## src/rtl/mem_arb_pkg.sv

```systemverilog
// Shared definitions for the fetch/data memory arbiter.
//   arb_state_t : arbiter FSM states (IDLE, FETCH, DATA)
//   FUNCT3_WORD : access-size code for a 32-bit word, used for every fetch
package mem_arb_pkg;

    typedef enum logic [1:0] {
        IDLE  = 2'd0,
        FETCH = 2'd1,
        DATA  = 2'd2
    } arb_state_t;

    localparam logic [2:0] FUNCT3_WORD = 3'b010;

endpackage

```

## src/rtl/mem_arbiter.sv

```systemverilog
// Two-requester memory arbiter: an instruction-fetch port and a load/store
// data port share one single-outstanding memory port.
//
// Ports
//   clk, rst                 : clock, synchronous active-high reset
//   if_req/if_addr           : fetch request (held until if_valid)
//   if_rdata/if_valid        : fetched word, one-cycle completion pulse
//   if_stall                 : fetch pending (if_req & ~if_valid)
//   d_req/d_we/d_addr/
//   d_wdata/d_funct3         : data request (held until d_valid)
//   d_rdata/d_valid          : load result, one-cycle completion pulse
//   d_stall                  : data pending (d_req & ~d_valid)
//   mem_req/mem_we/mem_addr/
//   mem_wdata/mem_funct3     : memory-side request, stable until mem_ack
//   mem_rdata/mem_ack        : memory read data, one-cycle completion pulse
//   busy                     : FSM not in IDLE
//   dbg_state                : current FSM state
//
// Handshake: a requester raises req with its fields and keeps req high until
// it sees its own valid pulse. The arbiter latches the fields on the grant
// edge, so requester inputs may change freely afterwards. The memory sees
// mem_req high with stable fields until it returns a single mem_ack pulse;
// the matching valid pulses on the cycle after mem_ack.
module mem_arbiter
    import mem_arb_pkg::*;
#(
    parameter int ADDR_W     = 8,
    parameter int STARVE_MAX = 4
) (
    input  logic              clk,
    input  logic              rst,
    input  logic              if_req,
    input  logic [ADDR_W-1:0] if_addr,
    output logic [31:0]       if_rdata,
    output logic              if_valid,
    output logic              if_stall,
    input  logic              d_req,
    input  logic              d_we,
    input  logic [ADDR_W-1:0] d_addr,
    input  logic [31:0]       d_wdata,
    input  logic [2:0]        d_funct3,
    output logic [31:0]       d_rdata,
    output logic              d_valid,
    output logic              d_stall,
    output logic              mem_req,
    output logic              mem_we,
    output logic [ADDR_W-1:0] mem_addr,
    output logic [31:0]       mem_wdata,
    output logic [2:0]        mem_funct3,
    input  logic [31:0]       mem_rdata,
    input  logic              mem_ack,
    output logic              busy,
    output arb_state_t        dbg_state
);

    localparam int CNT_W = (STARVE_MAX > 0) ? $clog2(STARVE_MAX + 1) : 1;

    arb_state_t        state;
    arb_state_t        state_next;
    logic [CNT_W-1:0]  starve_cnt;
    logic [ADDR_W-1:0] lat_addr;
    logic              lat_we;
    logic [31:0]       lat_wdata;
    logic [2:0]        lat_funct3;

    logic if_elig;
    logic d_elig;
    logic starved;
    logic grant_d;
    logic grant_if;
    logic ack_fetch;
    logic ack_data;

    // A requester whose valid is high this cycle is still holding req from
    // the access that just finished; it must not be granted again yet.
    assign if_elig = if_req & ~if_valid;
    assign d_elig  = d_req & ~d_valid;
    assign starved = (starve_cnt == CNT_W'(STARVE_MAX));

    // Data normally wins; fetch wins only once it has been passed over
    // STARVE_MAX times in a row.
    assign grant_d  = (state == IDLE) & d_elig & (~if_elig | ~starved);
    assign grant_if = (state == IDLE) & if_elig & ~grant_d;

    assign ack_fetch = (state == FETCH) & mem_ack;
    assign ack_data  = (state == DATA) & mem_ack;

    always_comb begin
        state_next = state;
        case (state)
            IDLE: begin
                if (grant_d) begin
                    state_next = DATA;
                end else if (grant_if) begin
                    state_next = FETCH;
                end
            end
            FETCH, DATA: begin
                if (mem_ack) begin
                    state_next = IDLE;
                end
            end
            default: state_next = IDLE;
        endcase
    end

    always_ff @(posedge clk) begin
        if (rst) begin
            state      <= IDLE;
            starve_cnt <= '0;
            lat_addr   <= '0;
            lat_we     <= 1'b0;
            lat_wdata  <= '0;
            lat_funct3 <= '0;
            if_valid   <= 1'b0;
            d_valid    <= 1'b0;
            if_rdata   <= '0;
            d_rdata    <= '0;
        end else begin
            state    <= state_next;
            if_valid <= ack_fetch;
            d_valid  <= ack_data;
            if (ack_fetch) begin
                if_rdata <= mem_rdata;
            end
            if (ack_data) begin
                d_rdata <= mem_rdata;
            end
            if (grant_d) begin
                lat_addr   <= d_addr;
                lat_we     <= d_we;
                lat_wdata  <= d_wdata;
                lat_funct3 <= d_funct3;
                // Only grants that actually made fetch wait count towards
                // starvation; the counter saturates at STARVE_MAX.
                if (if_req && !starved) begin
                    starve_cnt <= starve_cnt + 1'b1;
                end
            end else if (grant_if) begin
                lat_addr   <= if_addr;
                lat_we     <= 1'b0;
                lat_funct3 <= FUNCT3_WORD;
                starve_cnt <= '0;
            end
        end
    end

    assign mem_req    = (state != IDLE);
    assign mem_we     = mem_req & lat_we;
    assign mem_addr   = lat_addr;
    assign mem_wdata  = lat_wdata;
    assign mem_funct3 = lat_funct3;
    assign busy       = mem_req;
    assign if_stall   = if_req & ~if_valid;
    assign d_stall    = d_req & ~d_valid;
    assign dbg_state  = state;

endmodule

```

## config.mk

```make
export PLATFORM = sky130hd
export DESIGN_NAME = mem_arbiter
export DESIGN_NICKNAME = d
export VERILOG_FILES = /design/src/rtl/mem_arb_pkg.sv /design/src/rtl/mem_arbiter.sv
export SDC_FILE = /design/constraint.sdc
export NUM_CORES = 1
export LEC_CHECK = 0
export ABC_AREA = 0
export CAP_MARGIN = 0
export CORE_MARGIN = 5
export CORE_UTILIZATION = 37
export DETAILED_ROUTE_END_ITERATION = 8
export PLACE_DENSITY_LB_ADDON = 0.2
export RECOVER_POWER = 50
export REMOVE_ABC_BUFFERS = 1
export SYNTH_ARGS = -nofsm -noshare
export SYNTH_HDL_FRONTEND = slang
export SYNTH_SLANG_ARGS = --single-unit
```

## constraint.sdc

```tcl
create_clock -name clk -period 1.5 [get_ports clk]
set_clock_uncertainty 0.15 [all_clocks]
set_input_delay 0.375 -clock clk [delete_from_list [all_inputs] [get_ports clk]]
set_output_delay 0.375 -clock clk [all_outputs]
set_load 0.1 [all_outputs]
```

After elaboration in Yosys (flattened, before gate mapping)
Cells that the tools add are included.
W data, S select, Z words.

storage, ports and cells
  bits of input ports = 89
  output and inout port bits = 116
  register bits = 115
  logic and storage cells = 53

operators by class
  equal/unequal tests = 6
  reductions and logical operators = 8
  $add $sub $neg = 1
  muxes and demuxes = 13
  bitwise logic cells = 15

operators with widths
  operator               count
  $mux W8                2
  $mux W3                5
  $and A1 B1 Y1          9
  $mux W2                3
  $not A1 Y1             5
  $pmux W2 S2            1
  $reduce_and A2 Y1      2
  $reduce_bool A2 Y1     2
  $add A3 B1 Y3 const B  1
  $eq A3 B3 Y1 const B   1
  $ne A3 B3 Y1 const B   1
  $eq A2 B1 Y1 const B   1
  $eq A2 B2 Y1 const B   1
  $logic_not A2 Y1       1
  $mux W1                2
  $ne A2 B1 Y1 const B   1
  $ne A2 B2 Y1 const B   1
  $reduce_or A2 Y1       1
  $logic_and A1 B1 Y1    1
  $logic_not A1 Y1       1
  $or A1 B1 Y1           1

Logic depth before layout (Yosys ltp)
Gate-level depths: netlist of run 1.

  word-level depth = 10
  gate-level depth with buffers = 8

Worst setup path after synthesis of run 1
No wires, ideal clock.

  kind = reg2out
  start point = register state[0], in the netlist dbg_state[0]
  end point = output port mem_we
  arrival = 2854 ps
  stages on the path, launching flop included = 5
  required time = 975 ps
  path buffers = 1
  slack = -1879 ps
  cells stage by stage = dfxtp_1 inv_1 ha_1 buf_2 nor2b_1

on the way
  cells in the longest elaborated chain, start to end = 2

ends and longest elaborated chain
  item                    RTL line            source
  start, declared         mem_arbiter.sv:58   arb_state_t state;
  start signal, assigned  mem_arbiter.sv:120  state <= state_next;
  $reduce_bool A2 Y1      mem_arbiter.sv:148  assign mem_req = (state != IDLE);
  $and A1 B1 Y1           mem_arbiter.sv:149  assign mem_we = mem_req & lat_we;
  end, declared           mem_arbiter.sv:46   output logic mem_we,

No other way between the ends.

Final worst setup path of run 1
  start point = register state[0], in the netlist dbg_state[0]
  end point = output port busy

on the way
  cells in the longest elaborated chain, start to end = 1

ends and longest elaborated chain
  item                RTL line            source
  $reduce_bool A2 Y1  mem_arbiter.sv:148
  end, declared       mem_arbiter.sv:52   output logic busy,

No other way between the ends.

==> flow_summary.rst, run 1 <==
.. list-table::
   :header-rows: 1

   * - Metric
     - Value
   * - Critical Path Source Type
     - flop
   * - Worst hold margin
     - 0.229 ns
   * - Worst path required time
     - 0.97 ns
   * - Most used standard cells in the synthesized netlist
     - sky130_fd_sc_hd__nand2_1, sky130_fd_sc_hd__dfxtp_1, sky130_fd_sc_hd__a21oi_1, sky130_fd_sc_hd__clkbuf_1, sky130_fd_sc_hd__nor2_1
   * - Wire length after detailed routing
     - 26.2 mm
   * - Number of DRC markers in iteration 0
     - 432
   * - Library cells used by synthesis
     - 35
   * - Skew-Pair Late Insertion Delay
     - 0.42 ns
   * - Post-route DRC
     - 0
   * - Library cell with the largest summed area after synthesis
     - sky130_fd_sc_hd__dfxtp_1
   * - Endpoint class of the critical path
     - output port
   * - Leading post-synthesis cells by cell area
     - sky130_fd_sc_hd__dfxtp_1, sky130_fd_sc_hd__nand2_1, sky130_fd_sc_hd__a21oi_1
   * - PnR worst setup slack
     - -0.458 ns
   * - Global-route wire length before repair
     - 29.4 mm
   * - Sequential-to-total area share from yosys stat
     - 0.542
   * - Number of flip-flops and latches in the synthesized netlist
     - 115
   * - Initial core utilization
     - 0.375
   * - Last weighted congestion value of the routability-driven placer
     - 0.829
   * - Count of vias placed by the detailed router
     - 5,514
   * - Area overhead of the layout relative to synthesis
     - 153%
   * - Cts-stage hold buffer count
     - 0
   * - DRT Pass-1 Iters
     - 5
   * - Ratio of routed vias to standard cells
     - 5.74
   * - Pins over their slew limit
     - 0
   * - CTS sink cnt
     - 115
   * - Die height
     - 117 um
   * - Critical path class
     - reg -> out
   * - Deepest level of the CTS H-tree
     - 4
   * - Number of CTS-inserted buffers
     - 17
   * - Bufs on Longest Clock Path
     - 2
   * - Port Buf Inserts
     - 204
   * - Most common flop cell mapped by yosys
     - sky130_fd_sc_hd__dfxtp_1
   * - Die Area
     - 13,700 um^2
   * - Total congestion overflow after global routing
     - 0
   * - Setup TNS
     - -30.47 ns
   * - Number of synthesized flops with an enable pin
     - 0
   * - Max-slew headroom
     - 0.500
   * - Maximum frequency from static timing analysis
     - 0.511 GHz
   * - CORE AREA
     - 11,300 um^2
   * - Pin count of the biggest net entering global routing
     - 112
   * - Final HPWL DP
     - 10.6 mm
   * - Final-report setup violation count
     - 132
   * - Leakage power summed over all cells
     - 4.27 nW
   * - Worst Max-Slew Pin Slew
     - 0.749 ns
   * - Root buffer selected by CTS
     - sky130_fd_sc_hd__clkbuf_16
   * - Initial antenna violation count
     - 2
   * - Endpoints failing hold
     - 0
   * - Die span in x
     - 117 um
   * - Cell Area, Synth
     - 4240 um^2
   * - Count of nets after finishing
     - 899
   * - Pwr per Cell Area
     - 1180 nW/um^2
   * - Layout filler cell count
     - 265
   * - Worst Hold Class
     - in -> reg
   * - Largest fanout on the critical path
     - 3
   * - Avg Cell Area, Syn
     - 8.04 um^2
   * - Remaining antenna violation count after routing
     - 0
   * - Final standard cell utilization of the core
     - 0.948
   * - Total power draw
     - 0.0127 W
   * - Routed wire per std cell
     - 27.3 um
   * - Crit share post-route
     - 1.31
   * - I/O pins
     - 205
   * - Most frequent cell after synthesis
     - sky130_fd_sc_hd__nand2_1
   * - Share of final-layout standard cells stronger than drive strength 1
     - 0.725
   * - Total number of yosys warnings
     - 0
   * - Max IR drop VDD
     - 0.983 mV
   * - Failing checks
     - negative setup slack
   * - Number of standard-cell rows in the floorplan
     - 39
   * - Period minus WS final
     - 1.96 ns
   * - Max-Cap Viols
     - 0
   * - Proportion of register bits with asynchronous set or reset after synthesis
     - 0
   * - Clock tree from TritonCTS
     - built
   * - Unrepaired setup endpoints after global routing
     - yes
   * - Count of mapped cells out of synthesis
     - 528
   * - Overall global routing resource usage
     - 0.287
   * - Result of the run
     - finished, violations left
   * - Post-synth top area share
     - 0.542
   * - Register clock-pin slew on the reported worst setup and hold paths
     - 0.07 ns
   * - Vias in the first global route
     - 5,323
   * - Critical path arrival
     - 1.43 ns
[state kept, by name, summed over array words and instances, names as in the netlist]
register / flops
starve_cnt: 3
mem_addr: 8
mem_funct3: 3
d_valid: 1
d_rdata: 32
dbg_state: 2
mem_wdata: 32
if_valid: 1
if_rdata: 32
lat_we: 1
[what timing repair did]
action,in CTS,in global routing
buffers inserted,25,25
gates cloned,19,2
setup endpoints to repair,175,168
resized for setup,207,314
pin swaps,32,92
[report_power, final]
part | internal [W] | switching, W | leakage [nW]
combinational | 0.00194 | 0.00277 | 2.98
clock | 0.00287 | 0.00157 | 0.303
sequential | 0.00328 | 0.000243 | 0.993
total | 0.00808 | 0.00459 | 4.27
[cells in the final DEF, fill, tap and decap left out, types with 3 or more instances in the layout]
cell type	n
sky130_fd_sc_hd__buf_12	125
sky130_fd_sc_hd__a21oi_2	84
sky130_fd_sc_hd__and2_4	3
sky130_fd_sc_hd__ha_4	4
sky130_fd_sc_hd__a211oi_2	8
sky130_fd_sc_hd__a22oi_2	4
sky130_fd_sc_hd__clkbuf_8	6
sky130_fd_sc_hd__inv_2	4
sky130_fd_sc_hd__bufinv_16	3
sky130_fd_sc_hd__nor2_1	12
sky130_fd_sc_hd__buf_4	32
sky130_fd_sc_hd__clkdlybuf4s50_1	84
sky130_fd_sc_hd__nor2b_4	3
sky130_fd_sc_hd__clkinvlp_4	4
sky130_fd_sc_hd__dlygate4sd2_1	3
sky130_fd_sc_hd__dfxtp_4	21
sky130_fd_sc_hd__clkbuf_16	19
sky130_fd_sc_hd__dfxtp_2	92
sky130_fd_sc_hd__buf_6	27
sky130_fd_sc_hd__a21oi_4	10
sky130_fd_sc_hd__nand2_2	47
sky130_fd_sc_hd__buf_8	13
sky130_fd_sc_hd__nand2_4	55
sky130_fd_sc_hd__nand2_1	102
sky130_fd_sc_hd__a21oi_1	12
sky130_fd_sc_hd__buf_16	13
[logic make-up after synthesis]
logic type / count (synthesis) / share of synthesized area
multiplexers: 1 / 0.00265
AO/OA/AOI/OAI: 126 / 0.168
buffers and inverters: 47 / 0.0522
AND/OR/NAND/NOR: 234 / 0.220
flip-flops: 115 / 0.542
adder cells (fa/ha/maj): 5 / 0.0147
[path summary, 6_finish.rpt]
kind	start	to	slack, ns	cells past startpoint
max reg2reg	dbg_state[0]	mem_wdata[12]	-0.44	10
max	dbg_state[0]	busy	-0.46	4
min	rst	lat_we	0.23	3
min reg2reg	d_rdata[25]	d_rdata[25]	0.32	2
[routing by layer]
layer / GRT usage / routed length [um]
met5: 0 / 13
met4: 0.137 / 1770
met3: 0.121 / 2760
met2: 0.513 / 12900
met1: 0.286 / 8730
[worst max-delay path: stages (launching register included)]
cell and delay (ns):
sky130_fd_sc_hd__dfxtp_2 0.34, sky130_fd_sc_hd__inv_2 0.09, sky130_fd_sc_hd__ha_4 0.20, sky130_fd_sc_hd__clkinvlp_4 0.17
sky130_fd_sc_hd__buf_12 0.20
[through the flow]
stage                     worst slack, ns  cell area [um^2]  instances
after global routing               -0.484             10700        961
after floorplan                     -1.92              4050        487
after global placement             -0.552              7820        872
final                              -0.458             10700        961
after detailed placement           -0.600              7820        872
after CTS                          -0.357              9720        946
[final cells by class]
class	instances	area, um^2	area share
tap	143	179	0.0167
antenna	1	2.50	0.000233
timing repair buffer	299	4520	0.421
sequential	115	2500	0.233
clock buffer	23	508	0.0474
clock inverter	8	123	0.0114
multi-input combinational	366	2880	0.268
inverter	6	26.3	0.00245
No activity file was read; power rests on OpenSTA's default activity.
==> run 2, diff against run 1 <==
--- a/config.mk
+++ b/config.mk
@@ -7,7 +7,7 @@
 export LEC_CHECK = 0
 export ABC_AREA = 0
 export CAP_MARGIN = 0
-export CORE_MARGIN = 5
+export CORE_MARGIN = 1.5
 export CORE_UTILIZATION = 37
 export DETAILED_ROUTE_END_ITERATION = 8
 export PLACE_DENSITY_LB_ADDON = 0.2
==> run 2 against run 1 <==
Effect of this change: the flow still finishes with violations (negative setup slack); highest routed layer is now met4; final area decreased by 6.8%; largest cell class unchanged; combinational power decreased by 12%; worst hold slack gained 0.093 ns.
==> flow_summary.rst, run 2 (synthesis gave the netlist of run 1 again) <==
.. list-table::
   :header-rows: 1

   * - Metric
     - Value
   * - Result of the run
     - finished, violations left
   * - Failing checks
     - negative setup slack
   * - CORE AREA
     - 11,000 um^2 (-2.6%)
   * - Total congestion overflow after global routing
     - 0 (unchanged)
   * - Pin count of the biggest net entering global routing
     - 58 (-48%)
   * - PnR worst setup slack
     - -0.352 ns (+0.106 ns)
   * - Remaining antenna violation count after routing
     - 0 (unchanged)
   * - Worst Max-Slew Pin Slew
     - 0.504 ns (-0.245 ns)
   * - CTS sink cnt
     - 115 (unchanged)
   * - Bufs on Longest Clock Path
     - 2 (unchanged)
   * - R2R setup slack
     - -0.35 ns (+0.09 ns)
   * - Final standard cell utilization of the core
     - 0.906 (-0.0416)
   * - Final Instance Count excl. Fillers
     - 945 (-1.7%)
   * - Reg2reg end
     - mem_wdata[26]
   * - Share of final-layout standard cells stronger than drive strength 1
     - 0.651 (-0.0737)
   * - Last weighted congestion value of the routability-driven placer
     - 0.795 (-4.1%)
   * - Root buffer selected by CTS
     - sky130_fd_sc_hd__clkbuf_16
   * - Max-Cap Viols
     - 0 (unchanged)
   * - Period minus WS final
     - 1.85 ns (-0.106 ns)
   * - Skew-Pair Late Insertion Delay
     - 0.41 ns (about the same)
   * - Count of nets after finishing
     - 886 (-1.4%)
   * - Overall global routing resource usage
     - 0.305 (+0.0185)
   * - Cts-stage hold buffer count
     - 0 (unchanged)
   * - Critical path arrival
     - 1.97 ns (+0.54 ns)
   * - Most frequent standard cell in the layout excluding fill and tap cells
     - sky130_fd_sc_hd__nand2_1
   * - Pwr per Cell Area
     - 1230 nW/um^2 (+3.8%)
   * - Maximum frequency from static timing analysis
     - 0.540 GHz (+5.8%)
   * - Crit share post-route
     - 1.23 (-0.0710)
   * - Deepest level of the CTS H-tree
     - 4 (unchanged)
   * - Port Buf Inserts
     - 204 (unchanged)
   * - Total power draw
     - 0.0122 W (-3.3%)
   * - Most used cells in the layout excluding fill and tap cells
     - sky130_fd_sc_hd__nand2_1, sky130_fd_sc_hd__dfxtp_2, sky130_fd_sc_hd__buf_12
   * - Total placed cells including tap cells
     - 870 (-0.23%)
   * - Die Area
     - 12,100 um^2 (-12%)
   * - Final instance area
     - 9990 um^2 (-6.8%)
   * - Die span in x
     - 110 um (-6.0%)
   * - Worst Reg-to-Reg Cells
     - 9 (-1)
   * - Vias in the first global route
     - 5,167 (-2.9%)
   * - Initial core utilization
     - 0.385 (+0.00987)
   * - Pins over their slew limit
     - 0 (unchanged)
   * - Combined area of the multi-input logic cells
     - 2490 um^2 (-14%)
   * - Count of vias placed by the detailed router
     - 5,180 (-6.1%)
   * - Area of all sequential standard cells
     - 2450 um^2 (-2.0%)
   * - Number of CTS-inserted buffers
     - 17 (unchanged)
   * - Critical path class
     - reg -> reg
   * - Launch point of the worst path
     - dbg_state[0]
   * - Layout filler cell count
     - 400 (+51%)
   * - Unrepaired setup endpoints after global routing
     - yes
   * - Final HPWL DP
     - 10.0 mm (-5.0%)
   * - Global-route wire length before repair
     - 27.7 mm (-5.8%)
   * - Number of standard-cell rows in the floorplan
     - 38 (-2.6%)
   * - DRT Pass-1 Iters
     - 5 (unchanged)
   * - Ratio of routed vias to standard cells
     - 5.48 (-4.5%)
   * - Reg-to-reg startpoint
     - dbg_state[0]
   * - Clock tree from TritonCTS
     - built
   * - Die height
     - 110 um (-6.0%)
   * - Final-report setup violation count
     - 117 (-11%)
   * - Placed cell area
     - 7830 um^2 (about the same)
   * - I/O pins
     - 205 (unchanged)
   * - Area overhead of the layout relative to synthesis
     - 135%
   * - Critical Path Source Type
     - flop
   * - Worst Hold Class
     - reg -> reg
   * - Number of DRC markers in iteration 0
     - 317 (-27%)
   * - Worst path required time
     - 1.62 ns (+0.65 ns)
   * - Endpoint class of the critical path
     - flop
   * - Post-route DRC
     - 0 (unchanged)
   * - Initial antenna violation count
     - 0 (-2)
   * - Max IR drop VDD
     - 0.808 mV (-18%)
   * - Routed wire per std cell
     - 23.7 um (-13%)
   * - Crit path to
     - mem_wdata[26]
   * - Endpoints failing hold
     - 0 (unchanged)
   * - Register clock-pin slew on the reported worst setup and hold paths
     - 0.06 ns (about the same)
   * - Wire length after detailed routing
     - 22.4 mm (-15%)
   * - Leakage power summed over all cells
     - 4.00 nW (-6.3%)
   * - Ant. Diodes
     - 0 (-1)
   * - Max-slew headroom
     - 0.663 (+0.162)
   * - Largest fanout on the critical path
     - 7 (+4)
run 2: cell types whose count changed in the layout (fill, tap and decap cells not counted), sizes merged:
cell	before	now
buf	210	196
clkinv	2	7
clkbuf	25	21
clkinvlp	4	1
bufinv	3	5
bufbuf	0	1
diode	1	0
dlygate4sd2	3	2
dlymetal6s2s	0	1
inv	5	6
run 2: worst min-delay path by stage:
stage / start / endpoint / slack, ns / depth (start not counted)
floorplan: rst / mem_addr[3] / 0.29 / 1
CTS: rst / if_rdata[29] / 0.26 / 3
global placement: mem_wdata[25] / mem_wdata[25] / 0.33 / 2
detailed placement: mem_wdata[27] / mem_wdata[27] / 0.34 / 2
global route: rst / d_rdata[19] / 0.33 / 3
finish: d_rdata[5] / d_rdata[5] / 0.32 / 2
run 2: report_power, final:
group,internal (W),leakage [nW],switching (W)
logic,0.00167,2.70,0.00249
clock network,0.00300,0.317,0.00159
registers,0.00328,0.987,0.000213
total,0.00795,4.00,0.00429
run 2: timing repair:
item                                    CTS  global route
resized for setup                       174           207
cloned                                   14             2
endpoints found under the setup margin  169           161
buffers inserted                         23            13
pin swaps                                20            48
endpoints found under the hold margin     0             0
run 2: critical path, cell delays in order, from the launching register on:
cell and delay [ns]:
sky130_fd_sc_hd__dfxtp_2 0.32, sky130_fd_sc_hd__inv_2 0.08, sky130_fd_sc_hd__ha_4 0.19, sky130_fd_sc_hd__buf_4 0.14, sky130_fd_sc_hd__buf_4 0.13, sky130_fd_sc_hd__nand3_4 0.17, sky130_fd_sc_hd__buf_6 0.19, sky130_fd_sc_hd__buf_16 0.13
sky130_fd_sc_hd__nand2_1 0.12, sky130_fd_sc_hd__a21oi_2 0.08
run 2: final cells by class:
type	count	share of cell area
repair buffers	286	0.421
multi-input cells	366	0.249
flip-flops and latches	115	0.245
clock buffers	19	0.0443
clock inverters	13	0.0208
well taps	140	0.0175
inverters	6	0.00250
run 2: metrics by stage:
stage / hold slack (ns) / TNS [ns] / setup WS [ns]
3_5_place_dp: 0.337 / -48.13 / -0.726
6_report: 0.322 / -16.79 / -0.352
3_3_place_gp: 0.329 / -43.98 / -0.639
2_1_floorplan: 0.290 / -149.54 / -1.92
5_1_grt: 0.327 / -20.90 / -0.382
4_1_cts: 0.262 / -11.55 / -0.318
run 2: per-layer routing:
| layer | part of all wire | global-route usage | wire [um] |
|---|---|---|---|
| met1 | 0.34 | 0.319 | 7640 |
| met2 | 0.52 | 0.560 | 11600 |
| met3 | 0.098 | 0.105 | 2190 |
| met4 | 0.043 | 0.119 | 967 |
| met5 | 0 | 0 | 0 |
==> run 3, diff against run 2 <==
--- a/config.mk
+++ b/config.mk
@@ -7,12 +7,13 @@
 export LEC_CHECK = 0
 export ABC_AREA = 0
 export CAP_MARGIN = 0
-export CORE_MARGIN = 1.5
+export CORE_MARGIN = 2
 export CORE_UTILIZATION = 37
 export DETAILED_ROUTE_END_ITERATION = 8
 export PLACE_DENSITY_LB_ADDON = 0.2
 export RECOVER_POWER = 50
 export REMOVE_ABC_BUFFERS = 1
+export SKIP_CTS_REPAIR_TIMING = 1
 export SYNTH_ARGS = -nofsm -noshare
 export SYNTH_HDL_FRONTEND = slang
 export SYNTH_SLANG_ARGS = --single-unit
==> run 3 against run 2 <==
Effect of this change: the run still ends with negative setup slack left; first-iteration DRC count grew 23%; maximum frequency up 0.58%; non-clock buffer count is 23 lower; global-route usage down 7.4 points; worst hold slack got worse by 0.26 ns; flip-flop and latch count is the same; clock power fell by 8.5%; final cell count down 2.0%; register-to-register slack improved by 0.02 ns; utilization decreased by 7.6 points; die area up 1.8%; critical path depth is 5 lower; largest cell class unchanged; largest power group unchanged.
==> flow_summary.rst, run 3 (synthesis gave the netlist of run 1 again) <==
.. list-table::
   :header-rows: 1

   * - Metric
     - Value
   * - Remaining antenna violation count after routing
     - 0 (unchanged)
   * - Endpoint class of the critical path
     - output port
   * - Total power draw
     - 0.0116 W (-5.3%)
   * - Register clock-pin slew on the reported worst setup and hold paths
     - 0.07 ns (about the same)
   * - Post-Place Setup Slack
     - -0.803 ns (-0.0769 ns)
   * - Last weighted congestion value of the routability-driven placer
     - 0.801 (+0.78%)
   * - Ant. Diodes
     - 0 (unchanged)
   * - Routed wire per std cell
     - 20.1 um (-15%)
   * - Crit share post-route
     - 1.23 (-0.00713)
   * - Largest fanout on the critical path
     - 6 (-1)
   * - Worst Hold Class
     - in -> reg
   * - Die span in x
     - 111 um (+0.91%)
   * - Final HPWL DP
     - 9.75 mm (-2.8%)
   * - Met3 wirelength from detailed routing
     - 1.90 mm (-13%)
   * - Worst path required time
     - 0.97 ns (-0.65 ns)
   * - Worst Max-Slew Pin Slew
     - 0.616 ns (+0.112 ns)
   * - Pin count of the biggest net entering global routing
     - 112 (+93%)
   * - Initial antenna violation count
     - 0 (unchanged)
   * - Area overhead of the layout relative to synthesis
     - 121%
   * - Wire length after detailed routing
     - 18.6 mm (-17%)
   * - Port Buf Inserts
     - 204 (unchanged)
   * - Worst hold margin
     - 0.0604 ns (-0.261 ns)
   * - PnR worst setup slack
     - -0.341 ns (+0.0107 ns)
   * - Initial core utilization
     - 0.375 (-0.00987)
   * - Pins over their slew limit
     - 0 (unchanged)
   * - I/O pins
     - 205 (unchanged)
   * - DRT Pass-1 Iters
     - 5 (unchanged)
   * - Critical path class
     - reg -> out
   * - Die Area
     - 12,300 um^2 (+1.8%)
   * - Leakage power summed over all cells
     - 3.65 nW (-8.8%)
   * - Sw power
     - 0.00412 W (-4.0%)
   * - Layout filler cell count
     - 606 (+52%)
   * - Overall global routing resource usage
     - 0.231 (-0.0742)
   * - DR WL met2
     - 9.59 mm (-17%)
   * - Max-slew headroom
     - 0.590 (-0.0731)
   * - CTS sink cnt
     - 115 (unchanged)
   * - Max-Cap Viols
     - 0 (unchanged)
   * - Maximum frequency from static timing analysis
     - 0.543 GHz (+0.58%)
   * - Sum of routed wire segments on met1
     - 6.64 mm (-13%)
   * - Pwr per Cell Area
     - 1230 nW/um^2 (+0.75%)
   * - Number of CTS-inserted buffers
     - 17 (unchanged)
   * - Endpoints failing hold
     - 0 (unchanged)
   * - Global-route wire length before repair
     - 23.0 mm (-17%)
   * - Critical Path Source Type
     - flop
   * - Die height
     - 111 um (+0.91%)
   * - Internal power of the cells
     - 0.00748 W (-5.9%)
   * - Clock tree from TritonCTS
     - built
   * - Worst Reg-to-Reg Cells
     - 8 (-1)
   * - Final-report setup violation count
     - 61 (-48%)
   * - Sequential power share
     - 0.301 (+0.015)
   * - Number of standard-cell rows in the floorplan
     - 39 (+2.6%)
   * - Total congestion overflow after global routing
     - 0 (unchanged)
   * - Final standard cell utilization of the core
     - 0.830 (-0.0758)
   * - Vias in the first global route
     - 4,581 (-11%)
   * - Number of DRC markers in iteration 0
     - 389 (+23%)
   * - Most frequent standard cell in the layout excluding fill and tap cells
     - sky130_fd_sc_hd__nand2_1
   * - Result of the run
     - finished, violations left
   * - Count of vias placed by the detailed router
     - 4,860 (-6.2%)
   * - Unrepaired setup endpoints after global routing
     - yes
   * - CORE AREA
     - 11,300 um^2 (+2.6%)
   * - Failing checks
     - negative setup slack
   * - Share of final-layout standard cells stronger than drive strength 1
     - 0.508 (-0.143)
   * - Root buffer selected by CTS
     - sky130_fd_sc_hd__clkbuf_16
   * - Max IR drop VDD
     - 0.830 mV (+2.7%)
   * - Switching power as a share of total power
     - 0.355 (+0.00463)
   * - Bufs on Longest Clock Path
     - 2 (unchanged)
   * - Count of cells along the worst hold path
     - 2 (unchanged)
   * - Deepest level of the CTS H-tree
     - 4 (unchanged)
   * - Period minus WS final
     - 1.84 ns (-0.0107 ns)
   * - Most used cells in the layout excluding fill and tap cells
     - sky130_fd_sc_hd__nand2_1, sky130_fd_sc_hd__buf_12, sky130_fd_sc_hd__dfxtp_2
   * - Skew-Pair Late Insertion Delay
     - 0.40 ns (about the same)
   * - Clock network fraction of total power
     - 0.362 (-0.013)
   * - Count of nets after finishing
     - 864 (-2.5%)
   * - Highest signal layer in the routed design
     - met4
   * - Fraction of power consumed by combinational cells
     - 0.337 (-0.003)
   * - Critical path arrival
     - 1.32 ns (-0.65 ns)
   * - Ratio of routed vias to standard cells
     - 5.25 (-4.3%)
   * - Post-route DRC
     - 0 (unchanged)
## run 3: cell types whose count changed in the layout (fill, tap and decap cells not counted), moves of 7 or more
cell,delta
sky130_fd_sc_hd__nand2_1,+60
sky130_fd_sc_hd__nand2_4,-19
sky130_fd_sc_hd__dfxtp_4,+7
sky130_fd_sc_hd__a21oi_1,+45
sky130_fd_sc_hd__buf_8,-42
sky130_fd_sc_hd__buf_12,+31
sky130_fd_sc_hd__buf_16,-10
sky130_fd_sc_hd__buf_6,-9
sky130_fd_sc_hd__a21oi_2,-44
sky130_fd_sc_hd__clkbuf_16,+10
sky130_fd_sc_hd__nand2_2,-41
## run 3: power by group through the flow
stage               logic (W)  registers [W]  clock network (W)
finish                0.00391        0.00350            0.00420
CTS                   0.00333        0.00344            0.00419
global route          0.00402        0.00351            0.00435
floorplan            0.000564        0.00471                  0
detailed placement    0.00332        0.00351                  0
global placement      0.00327        0.00350                  0
## run 3: final timing paths
kind | start | end | slack (ns)
worst max-delay path | dbg_state[1] | mem_we | -0.34
worst min-delay path | rst | lat_we | 0.06
worst max register to register | dbg_state[1] | mem_wdata[11] | -0.33
worst min register to register | d_rdata[17] | d_rdata[17] | 0.32
## run 3: layer usage
layer / up-vias / global-route usage
met5: - / 0
met4: 0 / 0.0741
met3: 43 / 0.112
met2: 261 / 0.394
met1: 2335 / 0.254
li1: 2221 / -
## run 3: through the flow
step                      cell area (um^2)  std cells  setup TNS, ns
final                                 9400        926         -11.02
after global placement                7780        865         -42.03
after floorplan                       4050        487        -149.54
after global routing                  9400        926         -14.85
after detailed placement              7780        865         -48.07
after CTS                             8390        897         -15.50
## run 3: worst max-delay path, stage by stage (launching register included)
cell and delay [ns]:
sky130_fd_sc_hd__dfxtp_2 0.33, sky130_fd_sc_hd__inv_2 0.05, sky130_fd_sc_hd__ha_4 0.20, sky130_fd_sc_hd__nor2b_4 0.14, sky130_fd_sc_hd__buf_12 0.18
## run 3: cell type report
| type | instances | area, um^2 | area share |
|---|---|---|---|
| clock buffers | 17 | 425 | 0.0453 |
| clock inverters | 15 | 184 | 0.0196 |
| inverters | 6 | 25.0 | 0.00266 |
| multi-input cells | 367 | 2090 | 0.222 |
| flip-flops and latches | 115 | 2470 | 0.262 |
| well taps | 143 | 179 | 0.0190 |
| repair buffers | 263 | 4030 | 0.429 |
